**config.mk**
```make
export PLATFORM = sky130hd
export DESIGN_NAME = pipeline_hazard_ctrl
export DESIGN_NICKNAME = d
export VERILOG_FILES = /design/src/rtl/pipeline_hazard_ctrl_pkg.sv /design/src/rtl/pipeline_hazard_ctrl_fwd.sv /design/src/rtl/pipeline_hazard_ctrl.sv
export SDC_FILE = /design/constraint.sdc
export NUM_CORES = 1
export LEC_CHECK = 0
export CORE_UTILIZATION = 35
export DETAILED_ROUTE_END_ITERATION = 10
export HOLD_SLACK_MARGIN = 0.1
export PLACE_DENSITY = 0.68
export SLEW_MARGIN = 20
export SYNTH_ARGS = -nofsm -noshare
export SYNTH_HDL_FRONTEND = slang
export SYNTH_HIERARCHICAL = 1
export SYNTH_SLANG_ARGS = --single-unit
```
**constraint.sdc**
```tcl
create_clock -name clk -period 5.95 [get_ports clk]
set_clock_uncertainty 0.15 [all_clocks]
set_input_delay 1.19 -clock clk [delete_from_list [all_inputs] [get_ports clk]]
set_output_delay 1.19 -clock clk [all_outputs]
set_load 0.01 [all_outputs]
```
**src/rtl/pipeline_hazard_ctrl_pkg.sv**
```systemverilog
// ---------------------------------------------------------------------------
// pipeline_hazard_ctrl_pkg
// Shared definitions for the pipeline hazard controller:
//   - ctrl_state_e : sequencer FSM state encodings
//   - FWD_*        : EX-stage operand forwarding select codes
//   - fwd_hit()    : one producer/consumer forwarding match
// ---------------------------------------------------------------------------
package pipeline_hazard_ctrl_pkg;

    typedef enum logic [1:0] {
        CTRL_RUN      = 2'd0,
        CTRL_MEM_WAIT = 2'd1,
        CTRL_IO_WAIT  = 2'd2
    } ctrl_state_e;

    localparam logic [1:0] FWD_RF  = 2'b00;
    localparam logic [1:0] FWD_WB  = 2'b01;
    localparam logic [1:0] FWD_MEM = 2'b10;

    // x0 is hard-wired to zero, so a write to it is never a forwarding source.
    function automatic logic fwd_hit(input logic       regwrite,
                                     input logic [4:0] rd,
                                     input logic [4:0] rs);
        return regwrite && (rd != 5'd0) && (rd == rs);
    endfunction

endpackage

```
**src/rtl/pipeline_hazard_ctrl_fwd.sv**
```systemverilog
// ---------------------------------------------------------------------------
// forwarding_unit
// Combinational EX-stage operand forwarding selects.
// Ports:
//   i_ex_rs1_addr, i_ex_rs2_addr : source registers of the EX instruction
//   i_mem_rd_addr, i_mem_regwrite: destination / write enable in MEM
//   i_wb_rd_addr,  i_wb_regwrite : destination / write enable in WB
//   o_fwd_a, o_fwd_b             : FWD_RF / FWD_WB / FWD_MEM
// ---------------------------------------------------------------------------
module forwarding_unit
    import pipeline_hazard_ctrl_pkg::*;
(
    input  logic [4:0] i_ex_rs1_addr,
    input  logic [4:0] i_ex_rs2_addr,
    input  logic [4:0] i_mem_rd_addr,
    input  logic       i_mem_regwrite,
    input  logic [4:0] i_wb_rd_addr,
    input  logic       i_wb_regwrite,
    output logic [1:0] o_fwd_a,
    output logic [1:0] o_fwd_b
);

    // MEM holds the younger result, so it wins over WB when both match.
    always_comb begin
        o_fwd_a = FWD_RF;
        if (fwd_hit(i_mem_regwrite, i_mem_rd_addr, i_ex_rs1_addr))
            o_fwd_a = FWD_MEM;
        else if (fwd_hit(i_wb_regwrite, i_wb_rd_addr, i_ex_rs1_addr))
            o_fwd_a = FWD_WB;

        o_fwd_b = FWD_RF;
        if (fwd_hit(i_mem_regwrite, i_mem_rd_addr, i_ex_rs2_addr))
            o_fwd_b = FWD_MEM;
        else if (fwd_hit(i_wb_regwrite, i_wb_rd_addr, i_ex_rs2_addr))
            o_fwd_b = FWD_WB;
    end

endmodule

```
**src/rtl/pipeline_hazard_ctrl.sv**
```systemverilog
// ---------------------------------------------------------------------------
// pipeline_hazard_ctrl
// Central sequencer for the IF_ID / ID_EX / EX_MEM / MEM_WB pipeline
// registers: load-use bubble, taken-branch flush, whole-pipeline freeze for
// multi-cycle memory reads and button-confirmed MMIO reads, EX forwarding
// selects and saturating stall/flush performance counters.
// Ports:
//   clk, rst            : clock, asynchronous active-high reset
//   ID_* / EX_* / MEM_* / WB_* : register addresses and control of each stage
//   conf_btn_out        : synchronised confirm button
//   perf_clr            : synchronous clear of both counters
//   PC_stall .. MEM_WB_flush : per-register stall / flush controls
//   fwd_a, fwd_b        : EX operand forwarding selects
//   ctrl_state          : sequencer state (debug)
//   stall_cycles, flush_cycles : saturating performance counters
// ---------------------------------------------------------------------------
module pipeline_hazard_ctrl
    import pipeline_hazard_ctrl_pkg::*;
#(
    parameter int MEM_LAT = 1,
    parameter int CNT_W   = 16
) (
    input  logic             clk,
    input  logic             rst,
    input  logic [4:0]       ID_rs1_addr,
    input  logic [4:0]       ID_rs2_addr,
    input  logic             ID_uses_rs1,
    input  logic             ID_uses_rs2,
    input  logic [4:0]       EX_rs1_addr,
    input  logic [4:0]       EX_rs2_addr,
    input  logic [4:0]       EX_rd_addr,
    input  logic             EX_MemRead,
    input  logic             EX_ioRead,
    input  logic             EX_branch_taken,
    input  logic [4:0]       MEM_rd_addr,
    input  logic             MEM_RegWrite,
    input  logic             MEM_MemRead,
    input  logic             MEM_ioRead,
    input  logic [4:0]       WB_rd_addr,
    input  logic             WB_RegWrite,
    input  logic             conf_btn_out,
    input  logic             perf_clr,
    output logic             PC_stall,
    output logic             IF_ID_stall,
    output logic             IF_ID_flush,
    output logic             ID_EX_stall,
    output logic             ID_EX_flush,
    output logic             EX_MEM_stall,
    output logic             MEM_WB_flush,
    output logic [1:0]       fwd_a,
    output logic [1:0]       fwd_b,
    output logic [1:0]       ctrl_state,
    output logic [CNT_W-1:0] stall_cycles,
    output logic [CNT_W-1:0] flush_cycles
);

    // A load spends MEM_LAT cycles in MEM: one frozen cycle in RUN, then
    // MEM_LAT-2 frozen cycles in MEM_WAIT, then the release cycle.
    localparam bit         MULTI_CYCLE = (MEM_LAT >= 2);
    localparam int         WAIT_INIT_I = MULTI_CYCLE ? (MEM_LAT - 2) : 0;
    localparam logic [3:0] WAIT_INIT   = WAIT_INIT_I[3:0];

    function automatic logic [CNT_W-1:0] sat_inc(input logic [CNT_W-1:0] v);
        return (&v) ? v : v + CNT_W'(1);
    endfunction

    ctrl_state_e      r_state;
    ctrl_state_e      w_state_nxt;
    logic [3:0]       r_cnt;
    logic [3:0]       w_cnt_nxt;
    logic             r_conf_prev;
    logic             w_io_rise;
    logic             w_freeze;
    logic             w_load_use;
    logic [1:0]       w_fwd_a;
    logic [1:0]       w_fwd_b;
    logic [CNT_W-1:0] r_stall_cycles;
    logic [CNT_W-1:0] r_flush_cycles;

    assign w_io_rise = conf_btn_out & ~r_conf_prev;

    assign w_load_use = (EX_MemRead | EX_ioRead) && (EX_rd_addr != 5'd0) &&
                        ((ID_uses_rs1 && (ID_rs1_addr == EX_rd_addr)) ||
                         (ID_uses_rs2 && (ID_rs2_addr == EX_rd_addr)));

    // ---- FSM state register ----
    always_ff @(posedge clk or posedge rst) begin
        if (rst) begin
            r_state     <= CTRL_RUN;
            r_cnt       <= 4'd0;
            r_conf_prev <= 1'b0;
        end else begin
            r_state     <= w_state_nxt;
            r_cnt       <= w_cnt_nxt;
            r_conf_prev <= conf_btn_out;
        end
    end

    // ---- FSM next state and freeze ----
    always_comb begin
        w_state_nxt = r_state;
        w_cnt_nxt   = r_cnt;
        w_freeze    = 1'b0;
        unique case (r_state)
            CTRL_RUN: begin
                if (MEM_ioRead) begin
                    w_freeze    = 1'b1;
                    w_state_nxt = CTRL_IO_WAIT;
                end else if (MEM_MemRead && MULTI_CYCLE) begin
                    w_freeze    = 1'b1;
                    w_state_nxt = CTRL_MEM_WAIT;
                    w_cnt_nxt   = WAIT_INIT;
                end
            end
            CTRL_MEM_WAIT: begin
                if (r_cnt != 4'd0) begin
                    w_freeze  = 1'b1;
                    w_cnt_nxt = r_cnt - 4'd1;
                end else begin
                    w_state_nxt = CTRL_RUN;
                end
            end
            CTRL_IO_WAIT: begin
                // The read data is taken in the rise cycle itself.
                if (w_io_rise)
                    w_state_nxt = CTRL_RUN;
                else
                    w_freeze = 1'b1;
            end
            default: w_state_nxt = CTRL_RUN;
        endcase
    end

    // ---- Hazard priority: freeze > branch > load-use ----
    // Gated by rst so every control drops the moment reset asserts, even
    // while MEM still presents a load.
    always_comb begin
        PC_stall     = 1'b0;
        IF_ID_stall  = 1'b0;
        IF_ID_flush  = 1'b0;
        ID_EX_stall  = 1'b0;
        ID_EX_flush  = 1'b0;
        EX_MEM_stall = 1'b0;
        MEM_WB_flush = 1'b0;
        if (rst) begin
            PC_stall = 1'b0;
        end else if (w_freeze) begin
            // EX is held, so a taken branch there is re-evaluated on release.
            PC_stall     = 1'b1;
            IF_ID_stall  = 1'b1;
            ID_EX_stall  = 1'b1;
            EX_MEM_stall = 1'b1;
            MEM_WB_flush = 1'b1;
        end else if (EX_branch_taken) begin
            IF_ID_flush = 1'b1;
            ID_EX_flush = 1'b1;
        end else if (w_load_use) begin
            PC_stall    = 1'b1;
            IF_ID_stall = 1'b1;
            ID_EX_flush = 1'b1;
        end
    end

    forwarding_unit u_fwd (
        .i_ex_rs1_addr  (EX_rs1_addr),
        .i_ex_rs2_addr  (EX_rs2_addr),
        .i_mem_rd_addr  (MEM_rd_addr),
        .i_mem_regwrite (MEM_RegWrite),
        .i_wb_rd_addr   (WB_rd_addr),
        .i_wb_regwrite  (WB_RegWrite),
        .o_fwd_a        (w_fwd_a),
        .o_fwd_b        (w_fwd_b)
    );

    assign fwd_a      = rst ? FWD_RF : w_fwd_a;
    assign fwd_b      = rst ? FWD_RF : w_fwd_b;
    assign ctrl_state = r_state;

    // ---- Performance counters ----
    always_ff @(posedge clk or posedge rst) begin
        if (rst) begin
            r_stall_cycles <= '0;
            r_flush_cycles <= '0;
        end else if (perf_clr) begin
            r_stall_cycles <= '0;
            r_flush_cycles <= '0;
        end else begin
            if (PC_stall)
                r_stall_cycles <= sat_inc(r_stall_cycles);
            if (IF_ID_flush)
                r_flush_cycles <= sat_inc(r_flush_cycles);
        end
    end

    assign stall_cycles = r_stall_cycles;
    assign flush_cycles = r_flush_cycles;

endmodule

```
Word level (Yosys, flattened, before mapping)

Cells that the tools add are included.

Mux-type cells: 32
Equality and inequality tests: 13
Reductions and logical operators: 24
Bitwise operators: 3
$add $sub $neg: 3

Operator list:

| cell                  | number |
|---|---|
| $mux 16               | 6 |
| $add 16x1->16 const B | 2 |
| $reduce_and 16->1     | 2 |
| $eq 5x5->1            | 6 |
| $mux 1                | 17 |
| $reduce_bool 5->1     | 3 |
| $mux 2                | 7 |
| $logic_and 1x1->1     | 10 |
| $ne 2x2->1 const B    | 5 |
| $pmux 2 s3            | 1 |
| $reduce_and 2->1      | 3 |
| $reduce_bool 2->1     | 2 |
| $reduce_bool 4->1     | 1 |
| $sub 4x1->4 const B   | 1 |
| $pmux 1 s3            | 1 |
| $reduce_and 3->1      | 1 |
| $eq 2x1->1 const B    | 1 |
| $eq 2x2->1 const B    | 1 |
| $logic_not 2->1       | 1 |
| $and 1x1->1           | 1 |
| $logic_or 1x1->1      | 1 |
| $not 1->1             | 1 |
| $or 1x1->1            | 1 |

Output and inout port bits: 45
Register bits: 39
Logic and storage cells: 80
Input bits: 48

Depth between registers and ports, before layout

Gate-level depths: netlist of run 1.

Depth in word-level cells: 10
Gate-level depth with buffers: 9

By module

The synthesis of run 1 kept the hierarchy.

By module, submodules not included:

| module               | instances | area an instance (sq um) | cells each |
|---|---|---|---|
| pipeline_hazard_ctrl | 1         | 1969.4                   | 218 |
| forwarding_unit      | 1         | 257.7                    | 34 |

Least setup slack after synthesis of run 1

Ideal clock, no wire load.

Path type: input port to output port
From: input port rst
To: output port IF_ID_flush
Stages on the path: 4
Arrival: 2.670 ns
Data required time: 4.610 ns
Setup slack: 1.940 ns
Cells stage by stage: clkbuf_1 > inv_1 > o211ai_1 > inv_1

Longest elaborated chain between the ends: 1

Ends and longest elaborated chain:

| element         | RTL line                    | RTL |
|---|---|---|
| start, declared | pipeline_hazard_ctrl.sv:24  | `input logic rst,` |
| $mux 1          | pipeline_hazard_ctrl.sv:145 | `if (rst) begin` |
| end, declared   | pipeline_hazard_ctrl.sv:45  | `output logic IF_ID_flush,` |

Every way passes these cells.

Worst setup path in the final report of run 1

From: input port EX_rd_addr[1]
To: output port IF_ID_stall

Longest elaborated chain between the ends: 8
Elaborated cells between the ends (all ways): 12

Ends and longest elaborated chain:

| element                                     | RTL line                                               | RTL |
|---|---|---|
| start, declared                             | pipeline_hazard_ctrl.sv:31                             | `input logic [4:0] EX_rd_addr,` |
| $eq 5x5->1, on equally long branches        | pipeline_hazard_ctrl.sv:83, pipeline_hazard_ctrl.sv:84 |  |
| $logic_and 1x1->1, on equally long branches | pipeline_hazard_ctrl.sv:83, pipeline_hazard_ctrl.sv:84 |  |
| $logic_or 1x1->1                            | pipeline_hazard_ctrl.sv:83                             | `((ID_uses_rs1 && (ID_rs1_addr == EX_rd_addr)) \|\|` |
| $logic_and 1x1->1 *                         | pipeline_hazard_ctrl.sv:82                             | `assign w_load_use = (EX_MemRead \| EX_ioRead) && (EX_rd_addr != 5'd0) &&` |
| $mux 1 *                                    | pipeline_hazard_ctrl.sv:157                            | `end else if (w_load_use) begin` |
| $mux 1 *                                    | pipeline_hazard_ctrl.sv:154                            | `end else if (EX_branch_taken) begin` |
| $mux 1 *                                    | pipeline_hazard_ctrl.sv:147                            | `end else if (w_freeze) begin` |
| $mux 1 *                                    | pipeline_hazard_ctrl.sv:145                            |  |
| end, declared                               | pipeline_hazard_ctrl.sv:44                             | `output logic IF_ID_stall,` |

Mark *: on every way between the ends. The rest lies on a longest branch, timed or not.

==> run_results.csv, run 1 <==
group,metric,value,unit
synth,synth_edf_count,0,
clocking,clock_latency,0.29,ns
timing,clock.fmax,201.9,MHz
worst_setup_path,r2r_end,"stall_cycles[12]$_DFFE_PP0P_",
clocking,cts_setup_buffers,0,
worst_setup_path,ff2ff_path_depth,7,
worst_setup_path,critPathArrivalTime,3.61,ns
global_route,grt_max_degree,35,
timing,setup_viol,0,
cells_and_area,nets,390,
worst_setup_path,cp_max_fo,9,
timing,final.setup.tns,0,ns
worst_setup_path,r2r_slack,3.41,ns
hold_path,min_to,"flush_cycles[13]$_DFFE_PP0P_",
power,p_comb_share,19.0,%
cells_and_area,area_delta_synth_final,47.58,%
global_route,grt_usage,18.76,%
clocking,clock_path_buffers,2,
synth,yosysMostFrequentCell,"dfrtp_1",
cells_and_area,layout.cells.non_filler,416,
cells_and_area,diodes,0,
detailed_routing,num_vias,2142,
power,leakagePower,1.204,nW
timing,worst_slew_pin_slew,0.7322,ns
detailed_routing,drt_first_pass_iters,4,
detailed_routing,postRouteAntennaNets,0,
floorplanning,die_area,6686,sq um
detailed_routing,dr.first_iter.drc_count,90,
timing,slew_headroom,50.73,%
clocking,cts_max_level,2,
run_status,status,"completed",
floorplanning,die_w,81.77,um
detailed_routing,wl_per_cell,14.00,um
synth,yosys_warnings,6,
power,p_clk_share,38.5,%
hold_path,min_path_type,"flop to flop",
synth,yosys.area.top_type,"dfrtp_1",
timing,finalHoldViolCount,0,
clocking,cts_hold_buf,0,
global_route,antenna_found_initial,0,
synth,async_flop_share,100.0,%
power,cellPowerDensity,170.0,nW/um^2
worst_setup_path,cp.required,4.61,ns
hold_path,whs_path_depth,2,
floorplanning,core-area,6026,sq um
timing,final_max_slew_viol_count,0,
placement,numPortBuffers,90,
synth,yosys-top-cells-count,"dfrtp_1 (34), xnor2_1 (29), nor2_1 (26)",
worst_setup_path,end_kind,"output pin",
timing,finalCritPeriodShare,83.26,%
synth,synth.avg_cell_area,8.838,sq um
placement,post-place-cells,408,
power,intPower,0.0004168,W
cells_and_area,nFillCells,588,
clocking,clkSlewWorstSetupHoldPaths,0.07,ns
placement,gp_congestion,0.8494,
timing,rsz0062_at_grt,"no",
synth,synthTopCellsByArea,"dfrtp_1 (38%), xnor2_1 (11%), xor2_1 (6.3%), nor2_1 (4.4%), a21oi_1 (3.6%)",
cells_and_area,layout-drive-gt1-share,5.572,%
synth,synth_cell_types,41,
clocking,cts_tree,"done",
global_route,grt_pass1_vias,1995,
clocking,cts_resized,0,
synth,synth_top_area_share,38.20,%
power,p_sw,0.0001421,W
clocking,cts_buffers,5,
worst_setup_path,r2r-start,"ctrl_state[1]$_DFFE_PP0P_",
worst_setup_path,worstSetupStartpointType,"input port",
run,maxCapViolations,0,
floorplanning,io_pins,93,
detailed_routing,drc,0,
detailed_routing,post_drt_via_cell_ratio,5.149,
detailed_routing,route.final.wire_length,5.824,mm
synth,yosysSeqAreaShare,38.20,%
power,p_seq_share,42.5,%
global_route,grt-ovfl-total,0,
timing,period_minus_slack,4.954,ns
clocking,cts_root_buf,"clkbuf_8",
cells_and_area,utilization,54.55,%
floorplanning,rows,28,
floorplanning,start_util,36.96,%
synth,yosys_most_used_dff,"dfrtp_1",
synth,synth_area,2227,sq um
synth,ys_ff_latch,34,
hold_path,min-delay-start,"flush_cycles[13]$_DFFE_PP0P_",
power,swShare,25.42,%
floorplanning,fp.dieH,81.77,um
synth,synth_cells,252,
power,vdd_drop_max,139.4,uV
global_route,grt_first_pass_wirelength,9.542,mm
worst_setup_path,path_class,"input port to output pin",
synth,syn_nets,302,
clocking,cts.sinks,34,
placement,detailed_place_hpwl,4.471,mm
-- layout by cell type (no fill, tap or decap), drive strengths merged, types with 8 or more instances in the layout --
| master | instances |
|---|---|
| clkdlybuf4s50 | 90 |
| nor2 | 26 |
| nand4 | 12 |
| or4 | 11 |
| o31ai | 8 |
| nor4 | 8 |
| nand2 | 14 |
| xnor2 | 29 |
| xor2 | 16 |
| dfrtp | 34 |
| nand3 | 17 |
| a21oi | 16 |
-- cells by family after synthesis --
logic type | synth area share, %
AOI/OAI and AO/OA | 10.34
xor gates and xnor gates | 17.70
adders and majority gates | 1.123
buffers and inverters | 3.989
DFF | 38.20
muxes | 1.404
other | 0.1684
and+or+nand+nor | 27.08
-- critical path, stage by stage --
cell and delay (ns):
clkdlybuf4s50_1 0.47, or4_1 0.56, o22ai_1 0.21, nor3_1 0.07
a21oi_1 0.49, inv_1 0.11, clkdlybuf4s50_1 0.50
-- power groups by stage --
stage	registers [W]	clock network, W	logic, W
2_1_floorplan	0.000243	0	0.0000494
3_3_place_gp	0.000242	0	0.000106
3_5_place_dp	0.000242	0	0.000107
4_1_cts	0.000238	0.000217	0.000108
5_1_grt	0.000238	0.000227	0.000116
6_report	0.000238	0.000215	0.000106
-- metal layers --
metal | share of wire, % | track usage [%] | routed length (um) | vias up
li1 | - | - | - | 1082
met1 | 45 | 23.42 | 2634 | 1015
met2 | 50 | 32.07 | 2905 | 37
met3 | 3.4 | 3.889 | 198 | 8
met4 | 1.5 | 6.140 | 85 | 0
met5 | 0 | 0 | 0 | -
-- cell type report --
type                            count  area [sq um]  area share, %
Clock buffer                        5         68.82          2.094
Clock inverter                      3         40.04          1.218
Inverter                            6         22.52         0.6852
Multi-Input combinational cell    200          1287          39.17
Sequential cell                    34         850.8          25.89
Tap cell                           75         93.84          2.855
Timing Repair Buffer               93         923.4          28.09
-- registers in the layout, summed over array words and instances (netlist names) --
| name | count |
|---|---|
| flush_cycles | 16 |
| stall_cycles | 16 |
| ctrl_state | 1 |
| r_conf_prev | 1 |
-- how the worst max path moves through the flow --
stage | from | endpoint | depth (start not counted)
after floorplan | rst | IF_ID_flush | 4
after global placement | EX_rd_addr[1] | PC_stall | 7
final | EX_rd_addr[1] | IF_ID_stall | 7
after global routing | EX_rd_addr[1] | IF_ID_stall | 7
after detailed placement | EX_rd_addr[1] | IF_ID_stall | 7
after CTS | EX_rd_addr[1] | IF_ID_stall | 7
-- metrics by stage --
step                      power (W)  instance area, sq um  setup WS (ns)  hold slack, ns
after floorplan           0.0002922                  2227          1.940          0.4345
after global placement    0.0003483                  3178          1.024          0.3955
after detailed placement  0.0003496                  3178         0.9916          0.4078
after CTS                 0.0005623                  3287         0.9857          0.4232
after global routing      0.0005813                  3287         0.8051          0.4496
final                     0.0005588                  3287         0.9962          0.4158
Power figures use the tool's default switching activity.
==> inputs of run 2 (changes only) <==
==> constraint.sdc (replaced) <==
create_clock -name clk -period 4.7 [get_ports clk]
set_clock_uncertainty 0.15 [all_clocks]
set_input_delay 0.94 -clock clk [delete_from_list [all_inputs] [get_ports clk]]
set_output_delay 0.94 -clock clk [all_outputs]
set_load 0.01 [all_outputs]
==> run 2 against run 1 <==
Worst hold slack better by 0.0047 ns. Critical path depth stayed put. Worst setup slack worse by 0.52 ns. Clock power is 5% higher. Count of clock-buffer cells in the layout is 2 higher. Global-route usage is 0.080 points lower. Register-to-register slack worse by 1.2 ns.
==> run_results.csv, run 2 (synthesized netlist as in run 1, its figures left out) <==
group,metric,value,unit
floorplanning,rows,28,
power,vdd_drop_max,164.8,uV
clocking,cts_max_level,2,
timing,clock.fmax,236.7,MHz
power,cellPowerDensity,202.2,nW/um^2
global_route,grt_first_pass_wirelength,9.611,mm
worst_setup_path,worstSetupStartpointType,"input port",
detailed_routing,postRouteAntennaNets,0,
clocking,cts_buffers,5,
global_route,antenna_found_initial,0,
timing,rsz0062_at_grt,"no",
clocking,cts_resized,0,
cells_and_area,area_delta_synth_final,47.47,%
placement,detailed_place_hpwl,4.434,mm
timing,final_max_slew_viol_count,0,
placement,gp_congestion,0.8221,
detailed_routing,drt_first_pass_iters,4,
run_status,status,"completed",
worst_setup_path,cp.required,3.61,ns
cells_and_area,layout_common_cells,"clkdlybuf4s50_1 (90), dfrtp_1 (34), xnor2_1 (29)",
cells_and_area,diodes,0,
clocking,cts_root_buf,"clkbuf_8",
cells_and_area,nets,392,
timing,worst_slew_pin_slew,0.6968,ns
timing,final.setup.tns,0,ns
worst_setup_path,slowest_delay,0.55,ns
detailed_routing,dr.first_iter.drc_count,84,
placement,preCtsSetupSlack,0.4714,ns
floorplanning,die_w,81.77,um
hold_path,whs_path_depth,2,
power,leakagePower,1.204,nW
worst_setup_path,ff2ff_path_depth,8,
floorplanning,io_pins,93,
clocking,cts_tree,"done",
timing,period_minus_slack,4.226,ns
worst_setup_path,path_buf_inv,2,
floorplanning,start_util,36.96,%
global_route,grt-ovfl-total,0,
global_route,grt_pass1_vias,2016,
worst_setup_path,end_kind,"output pin",
worst_setup_path,cp_top_family,"simple AND/OR/NAND/NOR gates",
clocking,cts.sinks,34,
clocking,cts_setup_buffers,0,
hold_path,min_path_type,"flop to flop",
cells_and_area,nFillCells,568,
worst_setup_path,path_class,"input port to output pin",
clocking,clock_path_buffers,2,
detailed_routing,wl_per_cell,13.82,um
cells_and_area,layout-drive-gt1-share,5.831,%
floorplanning,die_area,6686,sq um
detailed_routing,route.final.wire_length,5.777,mm
placement,numPortBuffers,90,
timing,finalHoldViolCount,0,
timing,finalCritPeriodShare,89.91,%
detailed_routing,drc,0,
clocking,cts_hold_buf,0,
detailed_routing,post_drt_via_cell_ratio,5.148,
clocking,clkSlewWorstSetupHoldPaths,0.07,ns
placement,place_area,3193,sq um
floorplanning,core-area,6026,sq um
clocking,clock_latency,0.29,ns
worst_setup_path,path_cells,"clkdlybuf4s50_1 > or4_1 > o21ai_2 > nor4_1 > nor4_1 > nor2b_1 > clkdlybuf4s50_1",
worst_setup_path,path_depth,7,
detailed_routing,num_vias,2152,
floorplanning,fp.dieH,81.77,um
timing,setup_viol,0,
worst_setup_path,cp_slowest_cell,"or4_1",
global_route,grt_usage,18.68,%
global_route,grt_max_degree,35,
timing,slew_headroom,53.12,%
cells_and_area,fin_area,3284,sq um
worst_setup_path,critPathArrivalTime,3.14,ns
cells_and_area,final_common_cell,"clkdlybuf4s50_1",
run,maxCapViolations,0,
timing,finalWorstSetupSlack,0.4743,ns
worst_setup_path,cp_max_fo,3,
==> run 2: worst paths after layout <==
| check | slack [ns] | startpoint | to |
|---|---|---|---|
| worst min-delay path | 0.42 | flush_cycles[5]$_DFFE_PP0P_ | flush_cycles[5]$_DFFE_PP0P_ |
| max in group asynchronous | 2.92 | rst | flush_cycles[7]$_DFFE_PP0P_ |
| worst max-delay path | 0.47 | MEM_rd_addr[0] | fwd_b[0] |
| worst max register to register | 2.25 | stall_cycles[0]$_DFFE_PP0P_ | stall_cycles[12]$_DFFE_PP0P_ |
| worst min register to register | 0.42 | flush_cycles[5]$_DFFE_PP0P_ | flush_cycles[5]$_DFFE_PP0P_ |
| min in group asynchronous | 1.17 | rst | stall_cycles[14]$_DFFE_PP0P_ |
==> run 2: cell type report <==
class,count,area (sq um),area share (%)
inverters,6,22.52,0.6857
clock buffers,7,86.33,2.629
multi-input cells,200,1287,39.20
clock inverters,1,5.005,0.1524
flip-flops and latches,34,850.8,25.90
well taps,75,93.84,2.857
repair buffers,95,938.4,28.57
==> run 2: tightest hold or removal path: stages, from the launching register on <==
cell and delay [ns]:
dfrtp_1 0.38, xor2_1 0.08, nor2_1 0.08
==> run 2: metal layers <==
metal | wire length [um] | part of all wire, % | global-route usage [%] | vias to the layer above
met1 | 2611 | 45 | 24.15 | 1006
met3 | 257 | 4.4 | 3.889 | 12
li1 | - | - | - | 1083
met2 | 2820 | 49 | 30.99 | 51
met5 | 0 | 0 | 0 | -
met4 | 88 | 1.5 | 5.965 | 0
==> run 2: stage by stage <==
stage | hold WS, ns | util, % | instances | total power (W)
global placement | 0.3967 | 52.99 | 410 | 0.0004433
global route | 0.4650 | 54.51 | 418 | 0.0006944
finish | 0.4205 | 54.51 | 418 | 0.0006640
CTS | 0.4285 | 54.51 | 418 | 0.0006688
detailed placement | 0.4061 | 52.99 | 410 | 0.0004446
floorplan | 0.4345 | - | 252 | 0.0003699
==> run 2: report_power, final <==
part	total [W]	switching, W	internal [W]
registers	0.000301	0.00000450	0.000296
clock network	0.000225	0.000107	0.000118
logic	0.000138	0.0000605	0.0000773
total	0.000664	0.000172	0.000492
